[src/rtl/dpe_pkg.sv]
// Shared definitions for the DPE AXI-Stream FIFO: default widths, the
// tuser sideband layout and the stored-entry width helper.
package dpe_pkg;

   // Default stream geometry
   localparam int DPE_DATA_W = 128;
   localparam int DPE_DEPTH  = 16;
   localparam int DPE_USER_W = 8;
   localparam int DPE_ID_W   = 8;

   // tuser layout: {bypass_all, bypass_stage, src[2:0], dst[2:0]}
   localparam int TUSER_DST_LSB          = 0;
   localparam int TUSER_DST_W            = 3;
   localparam int TUSER_SRC_LSB          = 3;
   localparam int TUSER_SRC_W            = 3;
   localparam int TUSER_BYPASS_STAGE_BIT = 6;
   localparam int TUSER_BYPASS_ALL_BIT   = 7;

   typedef struct packed {
      logic       bypass_all;
      logic       bypass_stage;
      logic [2:0] src;
      logic [2:0] dst;
   } dpe_tuser_t;

   // Width of one stored beat: tdata + tkeep + tlast + tuser + tid
   function automatic int dpe_entry_w(input int data_w, input int user_w, input int id_w);
      return data_w + data_w / 8 + 1 + user_w + id_w;
   endfunction

endpackage

[src/rtl/dpe_fifo_ram.sv]
// Simple dual-port storage for the stream FIFO: synchronous write,
// registered read. Contents are deliberately not reset so the array maps
// onto block RAM.
module dpe_fifo_ram #(
   parameter int WIDTH = 8,
   parameter int DEPTH = 16,
   parameter int AW    = $clog2(DEPTH)
) (
   input  logic             clk,
   input  logic             wr_en,
   input  logic [AW-1:0]    wr_addr,
   input  logic [WIDTH-1:0] wr_data,
   input  logic [AW-1:0]    rd_addr,
   output logic [WIDTH-1:0] rd_data
);

   logic [WIDTH-1:0] mem [DEPTH];

   // Write port
   always_ff @(posedge clk) begin
      if (wr_en) begin
         mem[wr_addr] <= wr_data;
      end
   end

   // Registered read port (old data on a same-address collision)
   always_ff @(posedge clk) begin
      rd_data <= mem[rd_addr];
   end

endmodule

[src/rtl/dpe_axis_fifo.sv]
// AXI-Stream FIFO with sideband (tkeep/tlast/tuser/tid), fill and packet
// counters. Default build is cut-through with one cycle of fall-through
// latency. Define DPE_FIFO_PKT_MODE_EN for store-and-forward packet mode,
// which falls back to cut-through when full with no complete packet.
//
// The RAM read address runs one step ahead (next read pointer), so its
// registered output always holds the head entry. A write landing on that
// address in the same cycle is captured into a bypass register instead.
module dpe_axis_fifo
   import dpe_pkg::*;
#(
   parameter int DATA_W = DPE_DATA_W,
   parameter int DEPTH  = DPE_DEPTH,
   parameter int USER_W = DPE_USER_W,
   parameter int ID_W   = DPE_ID_W
) (
   input  logic                     clk,
   input  logic                     rst,
   input  logic                     s_axis_tvalid,
   output logic                     s_axis_tready,
   input  logic [DATA_W-1:0]        s_axis_tdata,
   input  logic [DATA_W/8-1:0]      s_axis_tkeep,
   input  logic                     s_axis_tlast,
   input  logic [USER_W-1:0]        s_axis_tuser,
   input  logic [ID_W-1:0]          s_axis_tid,
   output logic                     m_axis_tvalid,
   input  logic                     m_axis_tready,
   output logic [DATA_W-1:0]        m_axis_tdata,
   output logic [DATA_W/8-1:0]      m_axis_tkeep,
   output logic                     m_axis_tlast,
   output logic [USER_W-1:0]        m_axis_tuser,
   output logic [ID_W-1:0]          m_axis_tid,
   output logic [$clog2(DEPTH):0]   fill_level,
   output logic [$clog2(DEPTH):0]   pkt_count
);

   localparam int AW       = $clog2(DEPTH);
   localparam int CW       = $clog2(DEPTH) + 1;
   localparam int KW       = DATA_W / 8;
   localparam int EW       = dpe_entry_w(DATA_W, USER_W, ID_W);
   localparam int KEEP_LSB = DATA_W;
   localparam int LAST_BIT = DATA_W + KW;
   localparam int USER_LSB = LAST_BIT + 1;
   localparam int ID_LSB   = USER_LSB + USER_W;
   localparam logic [CW-1:0] FULL_LVL = CW'(DEPTH);

   logic [AW-1:0] wr_ptr_reg;
   logic [AW-1:0] rd_ptr_reg;
   logic [AW-1:0] rd_addr_next;
   logic [CW-1:0] fill_reg;
   logic [CW-1:0] fill_next;
   logic [CW-1:0] pkt_reg;
   logic [CW-1:0] pkt_next;
   logic          in_ready_reg;
   logic          out_valid_reg;
   logic          valid_next;
   logic          bypass_sel_reg;
   logic [EW-1:0] bypass_data_reg;
   logic [EW-1:0] wr_entry;
   logic [EW-1:0] ram_q;
   logic [EW-1:0] head_entry;
   logic [EW-1:0] out_entry;
   logic          push;
   logic          pop;
   logic          head_last;

   assign push         = s_axis_tvalid & in_ready_reg;
   assign pop          = out_valid_reg & m_axis_tready;
   assign wr_entry     = {s_axis_tid, s_axis_tuser, s_axis_tlast, s_axis_tkeep, s_axis_tdata};
   assign head_entry   = bypass_sel_reg ? bypass_data_reg : ram_q;
   assign head_last    = head_entry[LAST_BIT];
   assign rd_addr_next = pop ? rd_ptr_reg + AW'(1) : rd_ptr_reg;

   dpe_fifo_ram #(
      .WIDTH (EW),
      .DEPTH (DEPTH),
      .AW    (AW)
   ) u_ram (
      .clk     (clk),
      .wr_en   (push),
      .wr_addr (wr_ptr_reg),
      .wr_data (wr_entry),
      .rd_addr (rd_addr_next),
      .rd_data (ram_q)
   );

   // Next fill level and complete-packet count from this cycle's handshakes
   always_comb begin
      fill_next = fill_reg;
      pkt_next  = pkt_reg;
      if (push && !pop) begin
         fill_next = fill_reg + CW'(1);
      end else if (!push && pop) begin
         fill_next = fill_reg - CW'(1);
      end
      if ((push && s_axis_tlast) && !(pop && head_last)) begin
         pkt_next = pkt_reg + CW'(1);
      end else if (!(push && s_axis_tlast) && (pop && head_last)) begin
         pkt_next = pkt_reg - CW'(1);
      end
   end

`ifdef DPE_FIFO_PKT_MODE_EN
   logic in_flight_reg;
   logic in_flight_next;

   assign in_flight_next = pop ? ~head_last : in_flight_reg;

   // Remember that a packet has started leaving so it drains through tlast
   always_ff @(posedge clk or posedge rst) begin
      if (rst) begin
         in_flight_reg <= 1'b0;
      end else begin
         in_flight_reg <= in_flight_next;
      end
   end

   // Present data only for a complete packet, one already in flight, or a
   // full FIFO holding no tlast (oversized packet released cut-through)
   assign valid_next = (fill_next != '0) &&
                       ((pkt_next != '0) || in_flight_next || (fill_next == FULL_LVL));
`else
   assign valid_next = (fill_next != '0);
`endif

   // Pointers, counters, handshake flags and collision bypass
   always_ff @(posedge clk or posedge rst) begin
      if (rst) begin
         wr_ptr_reg      <= '0;
         rd_ptr_reg      <= '0;
         fill_reg        <= '0;
         pkt_reg         <= '0;
         in_ready_reg    <= 1'b0;
         out_valid_reg   <= 1'b0;
         bypass_sel_reg  <= 1'b0;
         bypass_data_reg <= '0;
      end else begin
         if (push) begin
            wr_ptr_reg      <= wr_ptr_reg + AW'(1);
            bypass_data_reg <= wr_entry;
         end
         rd_ptr_reg     <= rd_addr_next;
         fill_reg       <= fill_next;
         pkt_reg        <= pkt_next;
         in_ready_reg   <= (fill_next < FULL_LVL);
         out_valid_reg  <= valid_next;
         bypass_sel_reg <= push && (wr_ptr_reg == rd_addr_next);
      end
   end

   // Payload reads as zero whenever nothing is being offered
   assign out_entry     = out_valid_reg ? head_entry : '0;
   assign m_axis_tvalid = out_valid_reg;
   assign m_axis_tdata  = out_entry[DATA_W-1:0];
   assign m_axis_tkeep  = out_entry[KEEP_LSB +: KW];
   assign m_axis_tlast  = out_entry[LAST_BIT];
   assign m_axis_tuser  = out_entry[USER_LSB +: USER_W];
   assign m_axis_tid    = out_entry[ID_LSB +: ID_W];
   assign s_axis_tready = in_ready_reg;
   assign fill_level    = fill_reg;
   assign pkt_count     = pkt_reg;

endmodule

[config.mk]
export PLATFORM = sky130hd
export DESIGN_NAME = dpe_axis_fifo
export DESIGN_NICKNAME = d
export VERILOG_FILES = /design/src/rtl/dpe_pkg.sv /design/src/rtl/dpe_fifo_ram.sv /design/src/rtl/dpe_axis_fifo.sv
export SDC_FILE = /design/constraint.sdc
export NUM_CORES = 2
export LEC_CHECK = 0
export BUFFER_PORTS_ARGS = -buffer_cell sky130_fd_sc_hd__buf_4
export CAP_MARGIN = 0
export CORE_ASPECT_RATIO = 1.1
export CORE_UTILIZATION = 66
export CTS_CLUSTER_DIAMETER = 150
export DETAILED_ROUTE_END_ITERATION = 8
export PLACE_DENSITY = 0.84
export RECOVER_POWER = 25
export SYNTH_ARGS = -nofsm -noshare
export SYNTH_HDL_FRONTEND = slang
export SYNTH_HIERARCHICAL = 1
export SYNTH_SLANG_ARGS = --single-unit
[constraint.sdc]
create_clock -name clk -period 31.7 [get_ports clk]
set_input_delay 6.34 -clock clk [delete_from_list [all_inputs] [get_ports clk]]
set_output_delay 6.34 -clock clk [all_outputs]
set_load 0.01 [all_outputs]
Word-level counts from Yosys, hierarchy flattened
Memories as Yosys holds them, arrays and structs flattened. A register that Yosys moved wholly into a read port is not among the register bits.
Cells that the tools add are included.
{ "totals": {"regBits": 182, "out_inout_bits": 173, "mem_count": 1, "ramBits": 2576, "elab_cells": 41} }
{ "op_classes": {"magnitude_cmp": 1, "n_eq_ne": 1, "n_reduce_logical": 13, "bitwise_logic": 2, "muxes": 9, "n_addsub": 6} }
{ "mem_list": {"columns": ["name", "depth", "width", "read_ports", "rd_ports_with_merged_regs", "wr", "line_no", "text"], "rows": [
  ["u_ram.mem", 16, 161, 1, 1, 1, "dpe_fifo_ram.sv:17", "logic [WIDTH-1:0] mem [DEPTH];"]
]} }
{ "ops": {"columns": ["op", "n"], "rows": [
  ["161-bit 2-to-1 mux", 2],
  ["5-bit 2-to-1 mux", 4],
  ["5-bit by 1-bit adder with 5-bit output, second input constant", 2],
  ["5-bit by 1-bit subtractor with 5-bit output, second input constant", 2],
  ["4-bit by 1-bit adder with 4-bit output, second input constant", 2],
  ["1-bit logical AND", 7],
  ["5-bit < comparator, second input constant", 1],
  ["5-bit nonzero test", 1],
  ["4-bit == test", 1],
  ["1-bit logical NOT", 4],
  ["4-bit 2-to-1 mux", 1],
  ["1-bit bitwise AND", 2],
  ["1-bit 2-to-1 mux", 2],
  ["2-bit nonzero test", 1]
]} }

Logic depth before layout (Yosys ltp)
{ "depth": {"depth_word": 6, "depth_mapped": 13} }

Cells and area by module
The synthesis kept the hierarchy.
{ "modules_own_cells": {"columns": ["module", "area_per_inst_um2", "cells_each", "instances"], "rows": [
  ["dpe_fifo_ram", 99905.8, 4208, 1],
  ["dpe_axis_fifo", 9893.2, 1143, 1]
]} }

Worst setup path after synthesis
OpenSTA, ideal clock, no wires.
{ "synth_timing": {"path_kind": "input-to-reg", "start": "in s_axis_tvalid", "end": "mem u_ram/mem[0][0] (netlist name) (enable)", "arrival_time_ps": 18484, "cell_stages": 6, "required_ps": 30821, "setup_slack_ps": 12337, "cell_sequence": "nand2_4 > inv_1 > clkbuf_1 > clkbuf_1 > or3b_2 > nor3_1"} }
{ "synth_via": {"elab_chain_cells": 3} }
{ "synth_lines": {"columns": ["element", "line_no", "text"], "rows": [
  ["start, declared", "dpe_axis_fifo.sv:19", "input logic s_axis_tvalid,"],
  ["1-bit bitwise AND", "dpe_axis_fifo.sv:67", "assign push = s_axis_tvalid & in_ready_reg;"],
  ["net push", "dpe_axis_fifo.sv:63", "logic push;"],
  ["1-bit 2-to-1 mux", "dpe_fifo_ram.sv:21", "if (wr_en) begin"],
  ["1-bit 2-to-1 mux (implied by the code)", "dpe_fifo_ram.sv:22", "mem[wr_addr] <= wr_data;"],
  ["end, declared", "dpe_fifo_ram.sv:17", null]
]} }
The timed path passes the listed nets, and every way through them passes these cells.

Worst setup path in the final report
{ "layout_timing": {"start": "reg bypass_sel_reg", "end": "out m_axis_tdata[70]"} }
{ "layout_via": {"elab_chain_cells": 2} }
{ "layout_lines": {"columns": ["element", "line_no", "text"], "rows": [
  ["start, declared", "dpe_axis_fifo.sv:57", "logic bypass_sel_reg;"],
  ["start signal, assigned", "dpe_axis_fifo.sv:147", "bypass_sel_reg <= push && (wr_ptr_reg == rd_addr_next);"],
  ["161-bit 2-to-1 mux", "dpe_axis_fifo.sv:70", "assign head_entry = bypass_sel_reg ? bypass_data_reg : ram_q;"],
  ["161-bit 2-to-1 mux", "dpe_axis_fifo.sv:152", "assign out_entry = out_valid_reg ? head_entry : '0;"],
  ["end, declared", "dpe_axis_fifo.sv:28", "output logic [DATA_W-1:0] m_axis_tdata,"]
]} }
No other way between the ends.

==> flow_summary.json <==
{
  "status": "finished clean",
  "syn-cell-area_mm2": 0.1098,
  "grt_max_degree": 142,
  "critPathMaxFanout": 40,
  "pwr-share-seq": 0.391,
  "critPathKind": "flip-flop to primary output",
  "fin_area_mm2": 0.1235,
  "hold_class": "flip-flop to flip-flop",
  "via_per_inst": 7.014,
  "num_vias": 57650,
  "final_net_count": 5943,
  "initial_core_util": 0.6665,
  "min_from": "pkt_count[4]",
  "skew_ns": 0.06731,
  "slew_headroom": 0.1560,
  "required_ns": 25.36,
  "grt_pass1_vias": 59820,
  "wl_per_cell_um": 34.72,
  "ys_types": 48,
  "dieHeight_um": 429.8,
  "synth_fp_nets": 5525,
  "switching_share": 0.3263,
  "leakage_nw": 40.79,
  "cts_max_level": 5,
  "drt_iter0_drc": 7910,
  "synth-seq-cells": 2919,
  "io_pins": 338,
  "ir_worst_vdd_uv": 138.5,
  "r2r-end": "u_ram/rd_data[83]",
  "hold_path_depth": 1,
  "hold_viol": 0,
  "placed_cell_area_mm2": 0.1147,
  "totalPowerFinal_w": 0.01257,
  "fmax_ghz": 0.09323,
  "fp.dieArea_mm2": 0.1680,
  "r2r-start": "m_axis_tvalid",
  "synth_flop_cell": "edfxtp_1",
  "cts_sinks": 2919,
  "clk_latency_ns": 0.95,
  "largest_reg_flops": 2576,
  "post-route-period-util": 0.3384,
  "crit_path_start_kind": "flip-flop",
  "rr_worst_depth": 9,
  "tns_ns": 0,
  "numCtsBuffers": 288,
  "dieWidth_um": 390.9,
  "p_int_w": 0.008468,
  "hpwl_um": 125900,
  "cts_resized": 0,
  "synth_edf_count": 2576,
  "drt-pass1-iter-count": 6,
  "critPathCaptureType": "primary output",
  "whs_endpoint": "pkt_count[4]",
  "synth_area_per_cell_um2": 20.52,
  "power_frac_comb": 0.341,
  "grt_pass1_wl_um": 408700,
  "synthCells": 5351,
  "cts_root_buffer": "clkbuf_16",
  "rsz0062_at_grt": "no",
  "drv_cap": 0,
  "grt_overflow": 0,
  "netlist_top_cells_area": "edfxtp_1, mux4_2, dfrtp_1, dfxtp_1, nand2_1",
  "core_region_area_mm2": 0.1647,
  "yosys-top-cells-count": "edfxtp_1, nand2_1, mux4_2",
  "cts_setup_buffers": 0,
  "antenna_found_initial": 44,
  "worst_pin_slew_ns": 1.260,
  "wirelength_um": 285400,
  "cp.arrival_ns": 4.39,
  "rows": 156,
  "p_sw_w": 0.004102,
  "yosysWarnings": 6,
  "place_congestion": 0.7669,
  "clkTransAtPathRegs_ns": 0.06,
  "io_buffers": 337,
  "power_density_mw_per_mm2": 101.8,
  "seq_area_frac_synth": 0.7753,
  "drv_slew": 0,
  "min_period_ns": 10.73,
  "clk_path_buf_depth": 4,
  "finalSetupViolCount": 0,
  "synth_largest_area_cell": "edfxtp_1",
  "synth.most_common_cell": "edfxtp_1",
  "grt.total_usage": 0.3437,
  "drc_errors": 0,
  "cts_tree": "yes",
  "drtAntennaViolNets": 0,
  "drive_gt1_frac": 0.2399,
  "synth.top_cell.area_share": 0.7045,
  "async_flop_share": 0.06235,
  "syn2layout_area_growth_pct": 12.47,
  "postCtsHoldBufs": 0,
  "clkPwrFrac": 0.269,
  "rrSetupSlack_ns": 25.42
}
cell type report:
class | instances | area, µm²
inverter | 6 | 37.54
clock inverter | 101 | 1021
tap | 2212 | 2768
multi-input combinational | 2129 | 23390
antenna | 26 | 65.06
timing repair buffer | 425 | 2924
clock buffer | 402 | 8144
sequential | 2919 | 85140
fill | 8336 | 41250
power by group through the flow:
stage               Combinational, W  Clock [W]  Sequential, W
floorplan                    0.00287          0        0.00495
global placement             0.00403          0        0.00492
detailed placement           0.00413          0        0.00495
CTS                          0.00426    0.00339        0.00490
global route                 0.00448    0.00353        0.00494
finish                       0.00428    0.00338        0.00491
cells by family after synthesis:
kind of cell	after synthesis	share of synthesized area
simple gates	874	0.03542
mux	868	0.1487
fa+ha+maj	9	0.001094
buf+inv	303	0.01334
compound gates	358	0.02449
xor+xnor	20	0.001595
flops	2919	0.7753
worst max-delay path, stage by stage (launching register included):
cell and delay [ns]:
dfrtp_4 0.56, buf_4 0.71, buf_4 0.92, mux2i_1 0.17, nor2b_1 0.75, buf_4 0.25
placed cells by master (no fill, tap or decap), types with 36 or more instances in the layout:
cell type | Yosys | routed
a22oi_1 | 275 | 275
buf_4 | 16 | 289
clkbuf_1 | 135 | 192
clkbuf_16 | 0 | 295
clkbuf_8 | 0 | 36
clkinv_2 | 0 | 42
dfrtp_1 | 182 | 180
dfxtp_1 | 161 | 161
edfxtp_1 | 2576 | 2576
mux2_2 | 77 | 77
mux2i_1 | 188 | 188
mux4_2 | 603 | 603
nand2_1 | 616 | 615
nor2b_1 | 193 | 187
worst max path at each step:
stage,startpoint,to,slack [ns],depth (start not counted)
floorplan,s_axis_tvalid,u_ram/mem[0][0],12.34,6
detailed placement,m_axis_tready,u_ram/rd_data[83],20.05,10
global placement,m_axis_tready,u_ram/rd_data[138],20.31,10
global route,m_axis_tready,u_ram/rd_data[83],20.75,10
finish,bypass_sel_reg,m_axis_tdata[70],20.97,5
CTS,m_axis_tready,u_ram/rd_data[83],21.05,10
per-stage QoR:
step                std cells  hold WS (ns)  worst slack [ns]    util
floorplan                5351        0.4454             12.34       -
global placement         7691        0.4562             20.31  0.6963
detailed placement       7691        0.4623             20.05  0.6963
CTS                      8194        0.4779             21.05  0.7520
global route             8215        0.4927             20.75  0.7495
finish                   8220        0.4716             20.97  0.7496
per-layer routing:
metal,up-vias,global-route usage,wire length [µm],part of all wire
met4,34,0.1565,12730,0.045
met3,849,0.07801,35660,0.12
met1,29560,0.4473,94340,0.33
met2,4846,0.5603,142400,0.50
li1,22370,-,-,-
met5,-,0,239,0.00084
Note: power is estimated with default switching activity, not from simulation.
